==> config.mk <==
export PLATFORM = sky130hd
export DESIGN_NAME = fanout_fork_ctrl_flat
export DESIGN_NICKNAME = d
export VERILOG_FILES = /design/src/rtl/fanout_fork_ctrl_if.sv /design/src/rtl/fanout_fork_ctrl.sv /design/src/flat_wrapper.sv
export SDC_FILE = /design/constraint.sdc
export NUM_CORES = 1
export LEC_CHECK = 0
export ABC_AREA = 1
export CELL_PAD_IN_SITES_DETAIL_PLACEMENT = 0
export CELL_PAD_IN_SITES_GLOBAL_PLACEMENT = 1
export CORE_UTILIZATION = 18
export CTS_BUF_LIST = sky130_fd_sc_hd__clkbuf_16
export DETAILED_ROUTE_END_ITERATION = 10
export HOLD_SLACK_MARGIN = 0.05
export PLACE_DENSITY = 0.85
export SLEW_MARGIN = 20
export SYNTH_ARGS = -nofsm -noshare
export SYNTH_HDL_FRONTEND = slang
export SYNTH_SLANG_ARGS = --single-unit
==> constraint.sdc <==
create_clock -name clk -period 0.9 [get_ports clk]
set_clock_uncertainty 0.05 [all_clocks]
set_input_delay 0.18 -clock clk [delete_from_list [all_inputs] [get_ports clk]]
set_output_delay 0.18 -clock clk [all_outputs]
set_load 0.05 [all_outputs]
==> src/rtl/fanout_fork_ctrl_if.sv <==
// Fork controller bundle: config, producer side and per-branch consumer side.
// Optional FANOUT_STALL_CNT_EN adds the stall_cnt observation signal.
interface fanout_fork_ctrl_if #(
    parameter int NUM_BRANCH = 7,
    parameter int DATA_WIDTH = 16
);
    logic                  cfg_wr;
    logic [NUM_BRANCH-1:0] cfg_data;
    logic [NUM_BRANCH-1:0] cfg_mask;
    logic                  flush;
    logic                  in_valid;
    logic [DATA_WIDTH-1:0] in_data;
    logic                  in_ready;
    logic [NUM_BRANCH-1:0] out_valid;
    logic [DATA_WIDTH-1:0] out_data;
    logic [NUM_BRANCH-1:0] out_ready;
`ifdef FANOUT_STALL_CNT_EN
    logic [31:0]           stall_cnt;
`endif

    modport master (
        output cfg_wr, cfg_data, flush, in_valid, in_data, out_ready,
        input  cfg_mask, in_ready, out_valid, out_data
`ifdef FANOUT_STALL_CNT_EN
        , input stall_cnt
`endif
    );

    modport slave (
        input  cfg_wr, cfg_data, flush, in_valid, in_data, out_ready,
        output cfg_mask, in_ready, out_valid, out_data
`ifdef FANOUT_STALL_CNT_EN
        , output stall_cnt
`endif
    );
endinterface

==> src/rtl/fanout_fork_ctrl.sv <==
// Eager fork: one producer token broadcast to every enabled branch, each accepting once.
// Latency: zero (out_valid/in_ready combinational); done/mask update on the next clk edge.
// Backpressure: in_ready held low until every still-pending branch is ready. Option: FANOUT_STALL_CNT_EN.
module fanout_fork_ctrl #(
    parameter int NUM_BRANCH = 7,
    parameter int DATA_WIDTH = 16
) (
    input  logic               clk,
    input  logic               rst_n,
    fanout_fork_ctrl_if.slave  bus
);
    logic [NUM_BRANCH-1:0] mask_q;
    logic [NUM_BRANCH-1:0] done_q;
    logic [NUM_BRANCH-1:0] pend;
    logic [NUM_BRANCH-1:0] out_valid_c;
    logic                  in_ready_c;
    logic                  fire;

    always_comb begin
        pend        = mask_q & ~done_q;
        out_valid_c = {NUM_BRANCH{bus.in_valid}} & pend;
        // Deliberately independent of in_valid so an empty mask drains tokens.
        in_ready_c  = &(~pend | bus.out_ready);
        fire        = bus.in_valid & in_ready_c;
    end

    assign bus.cfg_mask  = mask_q;
    assign bus.out_valid = out_valid_c;
    assign bus.in_ready  = in_ready_c;
    assign bus.out_data  = bus.in_data;

    always_ff @(posedge clk) begin
        if (!rst_n) begin
            mask_q <= '0;
            done_q <= '0;
        end else begin
            if (bus.cfg_wr) begin
                mask_q <= bus.cfg_data;
            end
            // A mask change restarts any in-flight token from scratch.
            if (bus.cfg_wr || bus.flush || fire) begin
                done_q <= '0;
            end else begin
                done_q <= done_q | (out_valid_c & bus.out_ready);
            end
        end
    end

`ifdef FANOUT_STALL_CNT_EN
    logic [31:0] stall_cnt_q;

    always_ff @(posedge clk) begin
        if (!rst_n || bus.flush) begin
            stall_cnt_q <= '0;
        end else if (bus.in_valid && !in_ready_c && (stall_cnt_q != 32'hFFFF_FFFF)) begin
            stall_cnt_q <= stall_cnt_q + 32'd1;
        end
    end

    assign bus.stall_cnt = stall_cnt_q;
`endif
endmodule

==> src/flat_wrapper.sv <==
// flat-port wrapper written by rule: the top's interface ports become plain ports
module fanout_fork_ctrl_flat 
#(
    parameter int NUM_BRANCH = 7,
    parameter int DATA_WIDTH = 16
)
  (clk, rst_n, bus_cfg_wr, bus_cfg_data, bus_flush, bus_in_valid, bus_in_data, bus_out_ready, bus_cfg_mask, bus_in_ready, bus_out_valid, bus_out_data);
  fanout_fork_ctrl_if #(.NUM_BRANCH(NUM_BRANCH), .DATA_WIDTH(DATA_WIDTH)) bus_i ();
  input  logic clk;
  input  logic rst_n;
  input wire logic [$bits(bus_i.cfg_wr)-1:0] bus_cfg_wr;
  input wire logic [$bits(bus_i.cfg_data)-1:0] bus_cfg_data;
  input wire logic [$bits(bus_i.flush)-1:0] bus_flush;
  input wire logic [$bits(bus_i.in_valid)-1:0] bus_in_valid;
  input wire logic [$bits(bus_i.in_data)-1:0] bus_in_data;
  input wire logic [$bits(bus_i.out_ready)-1:0] bus_out_ready;
  output wire logic [$bits(bus_i.cfg_mask)-1:0] bus_cfg_mask;
  output wire logic [$bits(bus_i.in_ready)-1:0] bus_in_ready;
  output wire logic [$bits(bus_i.out_valid)-1:0] bus_out_valid;
  output wire logic [$bits(bus_i.out_data)-1:0] bus_out_data;
  assign bus_i.cfg_wr = bus_cfg_wr;
  assign bus_i.cfg_data = bus_cfg_data;
  assign bus_i.flush = bus_flush;
  assign bus_i.in_valid = bus_in_valid;
  assign bus_i.in_data = bus_in_data;
  assign bus_i.out_ready = bus_out_ready;
  assign bus_cfg_mask = bus_i.cfg_mask;
  assign bus_in_ready = bus_i.in_ready;
  assign bus_out_valid = bus_i.out_valid;
  assign bus_out_data = bus_i.out_data;
  fanout_fork_ctrl #(.NUM_BRANCH(NUM_BRANCH), .DATA_WIDTH(DATA_WIDTH)) u_core (.clk(clk), .rst_n(rst_n), .bus(bus_i));
endmodule
# Word level (Yosys, flattened, before mapping)
# Index checks and enable logic that the tools add are counted.
op_classes:
  bitwise_logic: 9
  reduce_logical: 4
op_table:
  columns: ["cell", "n"]
  rows:
  - ["7-bit AND", 3]
  - ["7-bit inverter", 2]
  - ["7-bit OR", 2]
  - ["7-bit AND reduction", 1]
  - ["1-bit logical OR", 2]
  - ["2-bit OR reduction", 1]
  - ["1-bit AND", 1]
  - ["1-bit inverter", 1]
word_totals:
  regBits: 14
  output_inout_bits: 31
  word_cells: 15

# Logic depth before layout (Yosys ltp)
logic_depth:
  word_depth: 8
  ltp_mapped: 7
  mapped_depth_nobuf: 7

# Least setup slack after synthesis
# Ideal clock, no wire load.
synth_timing:
  kind: "reg-to-output"
  from: "register u_core.mask_q[6] (netlist: u_core.bus.cfg_mask[6])"
  to: "output bus_in_ready"
  t_arrival_ps: 2251
  t_required_ps: 670
  path_slack_ps: -1581
  path_stages_with_launch: 4
  path_cell_list: "dfxtp_1 > inv_1 > nor3_2 > nor4_1"
synth_between:
  elab_chain_cells: 4
synth_lines:
  columns: ["element", "line_no", "source"]
  rows:
  - ["start: declaration", "fanout_fork_ctrl.sv:12", "logic [NUM_BRANCH-1:0] mask_q;"]
  - ["start signal: assignment", "fanout_fork_ctrl.sv:38", "mask_q <= bus.cfg_data;"]
  - ["7-bit AND", "fanout_fork_ctrl.sv:20", "pend = mask_q & ~done_q;"]
  - ["7-bit inverter", "fanout_fork_ctrl.sv:23", "in_ready_c = &(~pend | bus.out_ready);"]
  - ["7-bit OR", "fanout_fork_ctrl.sv:23", null]
  - ["7-bit AND reduction", "fanout_fork_ctrl.sv:23", null]
  - ["end: declaration", "flat_wrapper.sv:18", "output wire logic [$bits(bus_i.in_ready)-1:0] bus_in_ready;"]
# Every way passes these cells.

# Final worst setup path
layout_timing:
  from: "register u_core.done_q[2]"
  to: "output bus_in_ready"
layout_between:
  elab_chain_cells: 5
layout_lines:
  columns: ["element", "line_no", "source"]
  rows:
  - ["start: declaration", "fanout_fork_ctrl.sv:13", "logic [NUM_BRANCH-1:0] done_q;"]
  - ["start signal: assignment", "fanout_fork_ctrl.sv:44", "done_q <= done_q | (out_valid_c & bus.out_ready);"]
  - ["7-bit inverter", "fanout_fork_ctrl.sv:20", null]
  - ["7-bit AND", "fanout_fork_ctrl.sv:20", null]
  - ["7-bit inverter", "fanout_fork_ctrl.sv:23", null]
  - ["7-bit OR", "fanout_fork_ctrl.sv:23", null]
  - ["7-bit AND reduction", "fanout_fork_ctrl.sv:23", null]
# Every way passes these cells.

==> impl_results.md <==
* Share of layout cells above drive strength 1 at 0.7500
* DR WL/cell at 10.88 um
* Total CTS buffers at 3
* Initial Utilization at 0.1926
* R2R cell count at 9
* Max cap viols at 0
* CTS tree: yes
* Ys Warns at 0
* Avg Vias per Cell at 3.892
* Largest net degree at the start of global routing at 9
* Final setup vio count at 22
* First-pass GRT wire length at 3.767 mm
* Post-Synthesis Cell Area at 787.0 um^2
* P_leak at 0.8049 nW
* Die Area at 0.004640 mm^2
* Tcrit/Tclk final at 1.677
* Syn Area/Cell at 7.495 um^2
* H-tree Lvls at 1
* Syn Nets at 140
* Finished Layout Cells at 222
* Clock Sinks at 14
* Worst hold path class: in -> reg
* Routed Antenna Nets at 0
* DP Wirelength at 1.762 mm
* Hold Path Stages at 4
* Post-route minimum period at 1509 ps
* Critical path class: reg -> out
* Max Slew Vio Count at 0
* Reg clk slew, reported paths at 50 ps
* Final net count at 208
* Longest Clk Path Bufs at 2
* Rel. slew slack at 0.8238
* FP Rows at 23
* IO Pins at 66
* Library cells used by synthesis at 17
* Clk Latency, worst-skew pair at 240 ps
* Crit path required time at 670 ps
* Post-synthesis sequential area ratio at 0.3561
* Die Wd at 68.12 um
* RSZ-0062 raised after global routing: true
* Grt ovf at 0
* Area growth, synth to finish at 141.7%
* Crit-path max FO at 2
* Number of port buffers at 33
* Antenna violations before repair at 0
* Pwr Total at 2.316 mW
* ANT cells at 0
* Run status: finished with violations
* Worst Max-Slew Pin Slew at 262.3 ps
* Hold_buf cts at 0
* Placer Congestion at 0.7196
* Setup crit start kind: register
* Via count at 864
* Mapped Cells at 105
* Commonest non-fill, non-tap cell in the layout: buf_4
* Critical path data arrival time at 1280 ps
* DRT Wirelength at 2.415 mm
* DRC viols at 0
* Cell count after placement at 205
* DRT iter0 DRCs at 24
* Post-DP Area at 0.001613 mm^2
* PnR worst setup slack at -609.2 ps
* Final hold vios at 0
* CP endpoint kind: output port
* Drt pass-1 iters at 2
* Power Density at 1218 mW/mm^2
* Most frequent cells in the layout: buf_4 (29), buf_6 (17), buf_12 (15)
* Clk root buf: clkbuf_16
* Design area at 0.001902 mm^2
* Failing checks: negative setup slack
* Fillers at 392
* Number of global-route vias before repair at 888
* Peak Freq at 662.6 MHz
* Core area at 0.004086 mm^2
* GR Util All Layers at 0.1115
* Max VDD drop at 1.004 mV
* Chip height at 68.12 um
* Register bit total from synthesis at 14
[worst paths after layout]
check	startpoint	endpoint	slack, ps
min reg2reg	u_core.done_q[4]$_SDFF_PP0_	u_core.done_q[4]$_SDFF_PP0_	510
max reg2reg	u_core.done_q[2]$_SDFF_PP0_	u_core.done_q[6]$_SDFF_PP0_	-410
min	bus_out_ready[1]	u_core.done_q[1]$_SDFF_PP0_	260
max	u_core.done_q[2]$_SDFF_PP0_	bus_in_ready	-610
[worst max-delay path: stages, from the launching register on]
cell and delay (ps):
dfxtp_2 330, inv_2 50, nand3b_1 90, nand2_2 90
nor4_4 310, buf_12 180
[state kept, by name (all words and copies together) (netlist names)]
register	count
u_core.done_q	7
u_core.bus.cfg_mask	7
[synth_stat cells (all sizes together)]
cell    number  area share
nor3b        1       0.024
nor3         2       0.025
nor2        27        0.15
o21ai        7       0.045
dfxtp       14        0.36
buf         16        0.15
a21oi        8       0.051
inv         12       0.057
nor4         1      0.0080
nand3b       3       0.029
nand2       10       0.060
nand3        4       0.038
[metal layers]
metal | track usage | up-vias | wire length (um)
met5 | 0 | - | 0
met4 | 0.01563 | 0 | 0
met3 | 0.03500 | 0 | 161
met2 | 0.2083 | 21 | 1316
met1 | 0.1239 | 390 | 938
li1 | - | 453 | -
[timing repair]
item / in CTS / in global routing
resized for setup: 41 / 12
setup buffers: 12 / 5
gates cloned: 0 / 0
pin swaps: 21 / 3
endpoints found under the setup margin: 29 / 22
[cell families after synthesis]
kind of cell / after synthesis / synth area share
AND/OR/NAND/NOR: 48 / 0.3387
buffers and inverters: 28 / 0.2099
flip-flops: 14 / 0.3561
AO/OA/AOI/OAI: 15 / 0.09539
[final cells by class]
class,instances,area (um^2),share of cell area
clock buffer,3,75.07,0.03947
timing repair buffer,79,882.1,0.4638
inverter,12,47.55,0.02500
clock inverter,1,3.754,0.001974
multi-input combinational,63,515.5,0.2711
tap,50,62.56,0.03289
sequential,14,315.3,0.1658
[metrics by stage]
| step | TNS (ps) | setup WS, ps | utilization | hold WS (ps) |
|---|---|---|---|---|
| 2_1_floorplan | -3474 | -572.0 | - | 254.2 |
| 3_3_place_gp | -11800 | -731.4 | 0.3947 | 310.3 |
| 3_5_place_dp | -11640 | -720.2 | 0.3947 | 310.3 |
| 4_1_cts | -7288 | -600.0 | 0.4504 | 285.6 |
| 5_1_grt | -8398 | -666.8 | 0.4654 | 265.2 |
| 6_report | -7532 | -609.2 | 0.4654 | 263.8 |
[report_power, final]
part	switching [mW]	total (mW)	internal [mW]
sequential	0.0197	0.661	0.641
combinational	0.391	0.822	0.432
clock	0.246	0.833	0.586
total	0.657	2.32	1.66
Note: power is estimated with default switching activity, not from simulation.
==> edit, RTL diff (same flow settings) <==
`NUM_BRANCH` is set to 7 in 3 places; all go to 9.
--- a/src/rtl/fanout_fork_ctrl_if.sv
+++ b/src/rtl/fanout_fork_ctrl_if.sv
@@ -2,5 +2,5 @@
 // Optional FANOUT_STALL_CNT_EN adds the stall_cnt observation signal.
 interface fanout_fork_ctrl_if #(
-    parameter int NUM_BRANCH = 7,
+    parameter int NUM_BRANCH = 9,
     parameter int DATA_WIDTH = 16
 );
--- a/src/rtl/fanout_fork_ctrl.sv
+++ b/src/rtl/fanout_fork_ctrl.sv
@@ -3,5 +3,5 @@
 // Backpressure: in_ready held low until every still-pending branch is ready. Option: FANOUT_STALL_CNT_EN.
 module fanout_fork_ctrl #(
-    parameter int NUM_BRANCH = 7,
+    parameter int NUM_BRANCH = 9,
     parameter int DATA_WIDTH = 16
 ) (
--- a/src/flat_wrapper.sv
+++ b/src/flat_wrapper.sv
@@ -2,5 +2,5 @@
 module fanout_fork_ctrl_flat 
 #(
-    parameter int NUM_BRANCH = 7,
+    parameter int NUM_BRANCH = 9,
     parameter int DATA_WIDTH = 16
 )
Ports: changed (resized bus_cfg_data, bus_cfg_mask, bus_out_ready and bus_out_valid); port bits go from 66 to 74. No check against the original RTL was run, so the function may have changed too.
==> edit against the original RTL <==
The flow still finishes with violations (setup timing). Synthesized area rose by 17%. Power rose by 20%. Largest cell class unchanged. Final area rose by 19%. Combinational power rose by 28%. Sequential cell count rose by 4. Wire length rose by 32%. Worst setup slack got worse by 81 ps. Sequential share of layout area rose by 1.4 points.
==> edit: results (changes against the original RTL) <==
status - finished with violations
failing checks - setup timing
dpl hpwl - 2140 um (+21%)
P_leak - 0.922 nW (+15%)
Metal-1 WL - 1370 um (+46%)
Worst Setup SP - u_core.done_q[8]
global-route met1 utilization - 14.6% (+2.2 points)
Comb. pwr - 0.00105 W (+28%)
setup slack, reg-to-reg - -340 ps (+70 ps)
max incr delay on CP - 360 ps (+30 ps)
DR vias - 1,084 (+25%)
vias in the first global route - 1,062 (+20%)
Seq. pwr - 0.000846 W (+28%)
Setup Viol. Count Final - 31 (+41%)
final setup margin - -690 ps (-80.8 ps)
largest net degree at the start of global routing - 11 (+2)
Post-Syn Nets - 167 (+19%)
I/O Buffers - 41 (+24%)
Internal - 0.00196 W (+18%)
GP Congestion - 0.722 (+0.38%)
Die Area - 5380 sq um (+16%)
drt total wl - 3190 um (+32%)
reg2reg end - u_core.done_q[4]
HP Start - bus_out_ready[8]
final setup TNS - -9250 ps (-1720 ps)
CTS resizes - 69 (+68%)
CP arrival - 1360 ps (+80 ps)
Rel. slew slack - 78.5% (-3.9 points)
combinational power share - 37.8% (+2.3 points)
-- edit: worst min-delay path by stage --
| stage | slack [ps] | to | cells after the start |
|---|---|---|---|
| 3_5_place_dp | 310 | bus_out_data[0] | 0 |
| 3_3_place_gp | 310 | bus_out_data[0] | 0 |
| 6_report | 270 | u_core.done_q[8] | 3 |
| 5_1_grt | 300 | u_core.done_q[2] | 3 |
| 4_1_cts | 270 | u_core.done_q[4] | 3 |
| 2_1_floorplan | 260 | u_core.bus.cfg_mask[0] | 2 |
-- edit: cell families after synthesis --
logic type,share of synthesized area [%]
compound gates,10.8
buf+inv,19.0
flops,39.3
simple gates,31.0
-- edit: final cells by class --
type	instances	area, sq um	area share (%)
Tap cell	67	83.8	3.72
Sequential cell	18	405	18.0
Clock inverter	1	3.75	0.166
Timing Repair Buffer	82	1020	45.4
Inverter	13	48.8	2.16
Clock buffer	3	75.1	3.33
Multi-Input combinational cell	81	613	27.2
